## src/rtl/fetch_pkg.sv

```systemverilog
// fetch_pkg: lane layout, line geometry and fetch FSM states shared by the fetch lane generator.
package fetch_pkg;
    localparam int LANE_W     = 78;
    localparam int LANES      = 8;
    localparam int LINE_BYTES = 16;
    localparam int VALID_B    = 77;
    localparam int BYTE_HI    = 76;
    localparam int BYTE_LO    = 69;
    localparam int EIP_HI     = 68;
    localparam int EIP_LO     = 37;
    localparam int TGT_HI     = 36;
    localparam int TGT_LO     = 5;
    localparam int TKN_B      = 4;
    localparam int ID_HI      = 3;
    localparam int ID_LO      = 0;

    typedef enum logic [1:0] {IDLE, REQ, STREAM} state_e;

    function automatic logic [7:0] line_byte(input logic [127:0] line, input logic [3:0] idx);
        line_byte = line[{idx, 3'b000} +: 8];
    endfunction

    function automatic logic [3:0] packet_bytes(input logic [4:0] end_off, input logic [4:0] off);
        logic [4:0] rem;
        rem = end_off - off;
        packet_bytes = (rem > 5'd8) ? 4'd8 : rem[3:0];
    endfunction
endpackage

```

## src/rtl/fetch_lane_mux.sv

```systemverilog
// fetch_lane_mux: builds the eight packed lanes and the page-boundary flag from the latched line.
module fetch_lane_mux
    import fetch_pkg::*;
(
    input  logic [127:0]            line,
    input  logic [4:0]              off,
    input  logic [3:0]              n,
    input  logic [31:0]             ptr,
    input  logic [31:0]             tgt,
    input  logic                    tkn,
    input  logic [3:0]              br_off,
    input  logic [3:0]              id,
    output logic [LANES*LANE_W-1:0] lanes,
    output logic                    page_bound
);
    logic [11:0] last_lo;

    always_comb begin
        lanes = '0;
        for (int i = 0; i < LANES; i++) begin
            if (4'(i) < n) begin
                lanes[i*LANE_W + VALID_B]                   = 1'b1;
                lanes[i*LANE_W + BYTE_LO +: BYTE_HI-BYTE_LO+1] = line_byte(line, off[3:0] + 4'(i));
                lanes[i*LANE_W + EIP_LO +: EIP_HI-EIP_LO+1]   = ptr + 32'(i);
                lanes[i*LANE_W + TGT_LO +: TGT_HI-TGT_LO+1]   = tgt;
                lanes[i*LANE_W + TKN_B]                     = tkn && (off + 5'(i) == {1'b0, br_off});
                lanes[i*LANE_W + ID_LO +: ID_HI-ID_LO+1]      = id;
            end
        end
    end

    // Only the low 12 bits of the last lane's EIP matter for the page test.
    assign last_lo    = ptr[11:0] + {8'b0, n} - 12'd1;
    assign page_bound = (n != 4'd0) && (last_lo == 12'hFFF);
endmodule

```

## src/rtl/fetch_lane_gen.sv

```systemverilog
// fetch_lane_gen: requests I-cache lines and streams up to eight bytes per cycle as packed lanes to decode.
module fetch_lane_gen
    import fetch_pkg::*;
#(
    parameter logic [31:0] RESET_EIP = 32'h0000_0000
) (
    input  logic          CLK,
    input  logic          reset,
    input  logic          redirect_valid,
    input  logic [31:0]   redirect_eip,
    output logic          icache_req,
    output logic [31:0]   icache_addr,
    input  logic          icache_ack,
    input  logic [127:0]  icache_line,
    input  logic          bp_taken,
    input  logic [31:0]   bp_tgt,
    input  logic [3:0]    bp_br_off,
    input  logic [3:0]    bp_id,
    input  logic          dec1_stall,
    output logic [77:0]   b0_out,
    output logic [77:0]   b1_out,
    output logic [77:0]   b2_out,
    output logic [77:0]   b3_out,
    output logic [77:0]   b4_out,
    output logic [77:0]   b5_out,
    output logic [77:0]   b6_out,
    output logic [77:0]   b7_out,
    output logic [3:0]    fetch_width,
    output logic          fetch_not_ready,
    output logic          page_bound
);
    state_e         state_q, state_d;
    logic [31:0]    ptr_q, ptr_d;
    logic [4:0]     off_q, off_d;
    logic [4:0]     end_q, end_d;
    logic [127:0]   line_q, line_d;
    logic [31:0]    tgt_q, tgt_d;
    logic           tkn_q, tkn_d;
    logic [3:0]     br_off_q, br_off_d;
    logic [3:0]     id_q, id_d;
    logic [3:0]     n;
    logic [4:0]     off_adv;
    logic [31:0]    ptr_adv;
    logic [LANES*LANE_W-1:0] lanes;

    assign n       = (state_q == STREAM) ? packet_bytes(end_q, off_q) : 4'd0;
    assign off_adv = off_q + {1'b0, n};
    assign ptr_adv = ptr_q + {28'b0, n};

    always_comb begin
        state_d  = state_q;
        ptr_d    = ptr_q;
        off_d    = off_q;
        end_d    = end_q;
        line_d   = line_q;
        tgt_d    = tgt_q;
        tkn_d    = tkn_q;
        br_off_d = br_off_q;
        id_d     = id_q;
        if (redirect_valid) begin
            state_d = REQ;
            ptr_d   = redirect_eip;
        end else if (state_q == IDLE) begin
            state_d = REQ;
        end else if (state_q == REQ && icache_ack) begin
            // A taken branch behind the entry point cannot end this line.
            state_d  = STREAM;
            line_d   = icache_line;
            off_d    = {1'b0, ptr_q[3:0]};
            tkn_d    = bp_taken && (bp_br_off >= ptr_q[3:0]);
            end_d    = tkn_d ? {1'b0, bp_br_off} + 5'd1 : 5'(LINE_BYTES);
            tgt_d    = bp_tgt;
            br_off_d = bp_br_off;
            id_d     = bp_id;
        end else if (state_q == STREAM && !dec1_stall) begin
            off_d   = off_adv;
            ptr_d   = (off_adv == end_q && tkn_q) ? tgt_q : ptr_adv;
            state_d = (off_adv == end_q) ? REQ : STREAM;
        end
    end

    always_ff @(posedge CLK) begin
        if (reset) begin
            state_q  <= IDLE;
            ptr_q    <= RESET_EIP;
            off_q    <= '0;
            end_q    <= '0;
            line_q   <= '0;
            tgt_q    <= '0;
            tkn_q    <= 1'b0;
            br_off_q <= '0;
            id_q     <= '0;
        end else begin
            state_q  <= state_d;
            ptr_q    <= ptr_d;
            off_q    <= off_d;
            end_q    <= end_d;
            line_q   <= line_d;
            tgt_q    <= tgt_d;
            tkn_q    <= tkn_d;
            br_off_q <= br_off_d;
            id_q     <= id_d;
        end
    end

    fetch_lane_mux u_mux (
        .line       (line_q),
        .off        (off_q),
        .n          (n),
        .ptr        (ptr_q),
        .tgt        (tgt_q),
        .tkn        (tkn_q),
        .br_off     (br_off_q),
        .id         (id_q),
        .lanes      (lanes),
        .page_bound (page_bound)
    );

    assign icache_req      = (state_q == REQ);
    assign icache_addr     = icache_req ? {ptr_q[31:4], 4'h0} : 32'h0;
    assign fetch_not_ready = (state_q != STREAM);
    assign fetch_width     = n;
    assign b0_out          = lanes[0*LANE_W +: LANE_W];
    assign b1_out          = lanes[1*LANE_W +: LANE_W];
    assign b2_out          = lanes[2*LANE_W +: LANE_W];
    assign b3_out          = lanes[3*LANE_W +: LANE_W];
    assign b4_out          = lanes[4*LANE_W +: LANE_W];
    assign b5_out          = lanes[5*LANE_W +: LANE_W];
    assign b6_out          = lanes[6*LANE_W +: LANE_W];
    assign b7_out          = lanes[7*LANE_W +: LANE_W];
endmodule

```

## config.mk

```make
export PLATFORM = sky130hd
export DESIGN_NAME = fetch_lane_gen
export DESIGN_NICKNAME = d
export VERILOG_FILES = /design/src/rtl/fetch_pkg.sv /design/src/rtl/fetch_lane_mux.sv /design/src/rtl/fetch_lane_gen.sv
export SDC_FILE = /design/constraint.sdc
export NUM_CORES = 1
export LEC_CHECK = 0
export ABC_AREA = 1
export CORE_AREA = 2 2 340 342
export DETAILED_ROUTE_END_ITERATION = 8
export DIE_AREA = 0 0 342 344
export PLACE_DENSITY = 0.53
export SLEW_MARGIN = 20
export SYNTH_ARGS = -nofsm -noshare
export SYNTH_HDL_FRONTEND = slang
export SYNTH_HIERARCHICAL = 1
export SYNTH_SLANG_ARGS = --single-unit
```

## constraint.sdc

```tcl
create_clock -name CLK -period 12.35 [get_ports CLK]
set_clock_uncertainty 0.05 [all_clocks]
set_input_delay 1.8525 -clock CLK [delete_from_list [all_inputs] [get_ports CLK]]
set_output_delay 1.8525 -clock CLK [all_outputs]
set_load 0.005 [all_outputs]
```

==> results.py, run 1 <==
metrics = {
    "route": {
        "final_antenna_net_count": 0,
        "drt_iter0_drc": 3618,
        "firstDrtPassIters": 8,
        "via_count": 31820,
        "viasPerCell": 4.945,
        "wire_per_inst_um": 26.21,
        "drc_errors": 0,
        "drt-total-wl_um": 168600,
    },
    "timing": {
        "worst_pin_slew_ns": 1.144,
        "fin_crit_ns": 8.495,
        "timing.final.crit_share_pct": 68.78,
        "fmax_mhz": 117.7,
        "fin_tns_setup_ns": 0,
        "rsz0062_at_grt": "false",
        "slew_headroom_pct": 23.74,
        "setup_viol": 0,
        "maxSlewViolCount": 0,
        "hold_viol": 0,
        "fin_ws_ns": 3.855,
    },
    "cells_and_area": {
        "synthToLayoutAreaGrowth_pct": 49.03,
        "nFillCells": 12850,
        "drive_above_1_share_pct": 5.535,
        "finalNonFillerCells": 6434,
        "final_area_mm2": 0.03356,
        "fin_nets": 5154,
    },
    "die": {
        "fp.dieW_um": 342,
        "num_io_pins": 869,
        "coreArea_mm2": 0.1139,
        "std_cell_rows": 124,
        "initial_core_util_pct": 19.77,
        "die_h_um": 344,
        "fp.dieArea_mm2": 0.1176,
    },
    "critical_path": {
        "cpPeakStageDelay_ns": 0.91,
        "cp_common_cell": "nand2_1",
        "start_kind": "flip-flop",
        "required_ns": 10.45,
        "crit_path_end_kind": "primary output",
        "r2r-start": "off_q[3]",
        "cp_slowest_cell": "clkinv_2",
        "crit_type": "flip-flop to primary output",
        "r2r_end": "ptr_q[8]",
        "rr_worst_depth": 19,
        "worstPathCellList": "inv_1, ha_1, nand2_1, o21ai_0, xor2_1, nand3_1, nor2_1, nand2_1, nand2_1, clkinv_2, buf_4, nor3_1, clkdlybuf4s50_1",
        "crit_fanout": 41,
        "arrival_ns": 6.59,
        "reg2reg_setup_slack_ns": 6.94,
    },
    "yosys": {
        "synth-main-ff-cell": "dfxtp_1",
        "synth_warnings": 6,
        "synthCells": 4189,
        "synth_cell_types": 53,
        "synthTopCellsByArea": "dfxtp_1 (19%), nand2_1 (17%), nor2_1 (15%)",
        "ys_seq_area_share_pct": 18.94,
        "yosysTopAreaCell": "dfxtp_1",
        "synth_edf_count": 0,
        "synth-seq-cells": 213,
        "yosysTopAreaCellShare_pct": 18.94,
        "syn_area_mm2": 0.02252,
        "async_flop_share_pct": 0,
        "syn_avg_cell_area_um2": 5.376,
    },
    "placed_design": {
        "pre_cts_slack_ns": 4.506,
        "post-dp-hpwl_um": 132100,
        "io_buffers": 864,
        "dpl.cell_count": 6364,
        "gp_congestion": 1.039,
        "placed_area_mm2": 0.03237,
    },
    "grt": {
        "overflow": 0,
        "grt_start_max_net_pins": 106,
        "antenna_found_initial": 28,
        "grt_pass1_wl_um": 226900,
        "grt_pass1_vias": 29170,
        "track_usage_pct": 27.09,
    },
    "power": {
        "leakage_nw": 13.66,
        "peakVddDrop_mv": 0.08550,
        "power.density_cell_area_mw_per_mm2": 73.80,
        "power_mw": 2.477,
    },
    "hold_path": {
        "min_to": "ptr_q[17]",
        "hold_depth": 2,
        "hp-start": "ptr_q[17]",
        "hold_class": "flip-flop to flip-flop",
    },
    "run_status": {
        "status": "completed",
    },
    "clock_network": {
        "root_buffer": "clkbuf_16",
        "cts.reportedPaths.clkPinSlew_ns": 0.06,
        "clock_sinks": 213,
        "postCtsSetupBuffers": 0,
        "clockBufferDepth": 3,
        "clock_latency_ns": 0.60,
        "h-tree-depth": 2,
        "cts-buffers-inserted": 34,
        "cts_resized": 0,
        "cts_hold_buf": 0,
        "cts_tree": "done",
    },
    "flow_run": {
        "drv_cap": 0,
    },
}
-- cell type report --
type	instances	area (um^2)	share of cell area, %
flip-flops and latches	213	4270	12.72
inverters	350	1330	3.963
multi-input cells	3360	15740	46.90
well taps	1512	1892	5.637
clock inverters	18	232.7	0.6934
diodes	8	20.02	0.05965
repair buffers	929	9136	27.22
clock buffers	44	938.4	2.796
-- where the power goes --
part	internal [mW]	switching [mW]	total (mW)
registers	0.725	0.0500	0.775
clock network	0.610	0.421	1.03
logic	0.214	0.457	0.671
-- placed cells by master, fill, tap and decap left out, types with 8 or more instances in the layout --
master / n
nor2_4: 13
ha_1: 56
nor2_1: 894
or2_2: 47
clkdlybuf4s50_1: 864
nor2_2: 12
diode_2: 8
a211oi_1: 10
o211ai_1: 10
nand4_1: 37
a31oi_1: 8
a21oi_1: 305
inv_2: 28
xnor2_1: 10
dfxtp_1: 210
clkbuf_16: 34
nand2_2: 14
buf_4: 65
xor2_1: 58
o21ai_1: 33
inv_1: 309
o21ai_0: 424
nand3_1: 207
nand2_1: 1039
nor3_1: 109
-- worst max path at each step --
stage          startpoint    endpoint  slack, ns  depth (start not counted)
6_report         off_q[3]  b5_out[68]       3.86                         13
5_1_grt          off_q[3]  b5_out[67]       3.45                         13
4_1_cts          off_q[3]  b5_out[68]       3.83                         13
3_5_place_dp     off_q[3]  b5_out[68]       4.51                         13
3_3_place_gp     off_q[3]  b5_out[65]       4.60                         13
2_1_floorplan    end_q[0]  page_bound       6.63                         24
-- logic make-up after synthesis --
group	after synthesis	synth area share, %
xor+xnor	73	3.056
flops	213	18.94
fa+ha+maj	60	3.467
mux	7	0.3112
compound gates	811	18.59
simple gates	2405	44.36
other cells	1	0.01665
buf+inv	619	11.27
-- synthesized netlist by cell type (11+ instances only) --
cell and instances:
xor2_1 58, o21ai_0 425, clkbuf_1 143, nand4_1 37
buf_2 67, o21ai_1 32, ha_1 56, nor3_1 109
or2_2 47, nor2_2 13, dfxtp_1 213, nand3_1 207
buf_4 21, nor2_4 11, buf_1 31, inv_2 29
inv_1 313, nand2_2 14, nor2_1 895, nand2_1 1039
a21oi_1 305
-- critical path: cells and delay by family, from the launching register on --
kind,cells,cell delay (ns)
fa+ha+maj,1,0.38
compound gates,1,0.19
simple gates,6,2.11
xor+xnor,1,0.22
buf+inv,4,2.20
flops,1,0.84
-- routing by layer --
| layer | routed length, um | GRT usage, % | up-vias | part of all wire (%) |
|---|---|---|---|---|
| met4 | 7744 | 11.62 | 4 | 4.6 |
| met3 | 14150 | 5.142 | 277 | 8.4 |
| met1 | 68600 | 34.52 | 15050 | 41 |
| met2 | 78090 | 44.53 | 1668 | 46 |
| li1 | - | - | 14820 | - |
| met5 | 32 | 0 | - | 0.019 |
-- registers in the layout, summed over array words and instances, names as in the netlist --
signal,count
end_q,5
br_off_q,4
id_q,4
tkn_q,1
state_q,2
line_q,128
tgt_q,32
ptr_q,32
off_q,5
-- metrics by stage --
stage	hold slack, ns	utilization, %
2_1_floorplan	0.4071	-
3_3_place_gp	0.4039	28.42
3_5_place_dp	0.4067	28.42
4_1_cts	0.4153	29.45
5_1_grt	0.4273	29.47
6_report	0.4193	29.47
Power figures use the tool's default switching activity.
==> run 2, diff against run 1 <==
==> constraint.sdc (replaced) <==
create_clock -name CLK -period 7.9 [get_ports CLK]
set_clock_uncertainty 0.05 [all_clocks]
set_input_delay 1.185 -clock CLK [delete_from_list [all_inputs] [get_ports CLK]]
set_output_delay 1.185 -clock CLK [all_outputs]
set_load 0.005 [all_outputs]
==> run 2 against run 1 <==
  * Cell count hardly changed
  * Global-route usage down 0.47 points
  * Sequential cell count unchanged
  * Critical path type unchanged
  * Largest power group unchanged
==> results.py, run 2 (synthesis gave the netlist of run 1 again) <==
metrics = {
    "cells_and_area": {
        "layout_commonest_cell": "nand2_1",
        "finalNonFillerCells": 6435,
        "drive_above_1_share_pct": 5.554,
        "synthToLayoutAreaGrowth_pct": 48.80,
        "largest_register_ffs": 128,
        "top_register": "line_q",
        "reg.largest.list": "line_q (128), ptr_q (32), tgt_q (32)",
        "fin_nets": 5157,
        "final_area_mm2": 0.03351,
        "layout_common_cells": "nand2_1 (1039), nor2_1 (894), clkdlybuf4s50_1 (864), o21ai_0 (424), inv_1 (309)",
    },
    "route": {
        "firstDrtPassIters": 6,
        "drt-total-wl_um": 166200,
        "via_count": 31810,
        "drt_iter0_drc": 3722,
        "final_antenna_net_count": 0,
        "drc_errors": 0,
        "wire_per_inst_um": 25.83,
        "viasPerCell": 4.944,
    },
    "clock_network": {
        "cts_resized": 0,
        "cts_tree": "done",
        "cts-buffers-inserted": 30,
        "cts.reportedPaths.clkPinSlew_ns": 0.07,
        "clock_sinks": 213,
        "clockBufferDepth": 3,
        "root_buffer": "clkbuf_16",
        "cts_hold_buf": 0,
        "clock_latency_ns": 0.65,
        "postCtsSetupBuffers": 0,
        "h-tree-depth": 1,
    },
    "critical_path": {
        "arrival_ns": 5.86,
        "r2r_end": "ptr_q[21]",
        "start_kind": "flip-flop",
        "crit_path_end_kind": "primary output",
        "startpoint": "off_q[0]",
        "crit_fanout": 45,
        "reg2reg_setup_slack_ns": 3.10,
        "rr_worst_depth": 17,
        "required_ns": 6.66,
        "r2r-start": "off_q[0]",
        "crit_type": "flip-flop to primary output",
    },
    "timing": {
        "hold_viol": 0,
        "fin_ws_ns": 0.8014,
        "rsz0062_at_grt": "false",
        "fin_tns_setup_ns": 0,
        "maxSlewViolCount": 0,
        "worst_hold_slack_ns": 0.4184,
        "fmax_mhz": 140.9,
        "slew_headroom_pct": 18.05,
        "fin_crit_ns": 7.099,
        "worst_pin_slew_ns": 1.222,
        "timing.final.crit_share_pct": 89.86,
        "setup_viol": 0,
    },
    "flow_run": {
        "drv_cap": 0,
    },
    "hold_path": {
        "hold_class": "flip-flop to flip-flop",
        "hold_depth": 2,
        "min_to": "ptr_q[17]",
        "hp-start": "ptr_q[17]",
    },
    "placed_design": {
        "pre_cts_slack_ns": 1.531,
        "placed_area_mm2": 0.03241,
        "gp_congestion": 1.071,
        "dpl.cell_count": 6370,
        "post-dp-hpwl_um": 130600,
        "io_buffers": 864,
    },
    "die": {
        "die_h_um": 344,
        "fp.dieArea_mm2": 0.1176,
        "std_cell_rows": 124,
        "num_io_pins": 869,
        "initial_core_util_pct": 19.77,
        "coreArea_mm2": 0.1139,
        "fp.dieW_um": 342,
    },
    "grt": {
        "track_usage_pct": 26.62,
        "overflow": 0,
        "antenna_found_initial": 27,
        "grt_pass1_vias": 29100,
        "grt_start_max_net_pins": 112,
        "grt_pass1_wl_um": 224500,
    },
    "power": {
        "power.density_cell_area_mw_per_mm2": 111.3,
        "leakage_nw": 13.63,
        "peakVddDrop_mv": 0.1894,
    },
    "run_status": {
        "status": "completed",
    },
}
-- run 2: changes by cell type in the layout (fill, tap and decap cells not counted), sizes merged --
cell / previous run / this run
clkinv: 20 / 16
inv: 343 / 342
clkinvlp: 2 / 4
buf: 65 / 72
clkbuf: 44 / 42
bufinv: 3 / 2
-- run 2: worst max-delay path, stage by stage, from the launching register on --
cell             delay (ns)
dfxtp_4                0.45
ha_1                   0.26
fa_1                   0.41
o21ai_0                0.26
xor2_1                 0.22
nand3_1                0.15
nor2_1                 0.48
inv_1                  0.16
o21ai_2                0.65
clkinv_2               0.75
buf_4                  0.51
a21oi_1                0.23
clkdlybuf4s50_1        0.57
-- run 2: worst max-delay path by stage --
stage,endpoint,cells past startpoint
floorplan,page_bound,24
global placement,page_bound,23
global route,page_bound,21
CTS,b4_out[48],12
finish,b4_out[41],12
detailed placement,b4_out[48],12
-- run 2: cell type report --
class	count	area, um^2
diodes	8	20.02
clock buffers	42	865.8
multi-input cells	3360	15740
clock inverters	14	180.2
flip-flops and latches	213	4270
fillers	12920	80370
repair buffers	936	9209
inverters	350	1330
well taps	1512	1892
-- run 2: metrics by stage --
stage          total power [mW]  utilization, %
2_1_floorplan             1.764               -
3_3_place_gp              2.260           28.46
3_5_place_dp              2.257           28.46
4_1_cts                   3.755           29.38
5_1_grt                   3.896           29.41
6_report                  3.729           29.42
-- run 2: layer usage --
layer	track usage, %	wire length [um]	vias up
li1	-	-	14800
met1	34.17	68010	14980
met2	43.16	75220	1719
met3	5.649	14820	306
met4	11.05	8107	8
met5	0	47	-
-- run 2: power by group --
part           switching [mW]  leakage, nW  internal, mW
clock network           0.632        0.498         0.838
registers              0.0733         1.74          1.13
logic                   0.716         11.4         0.337
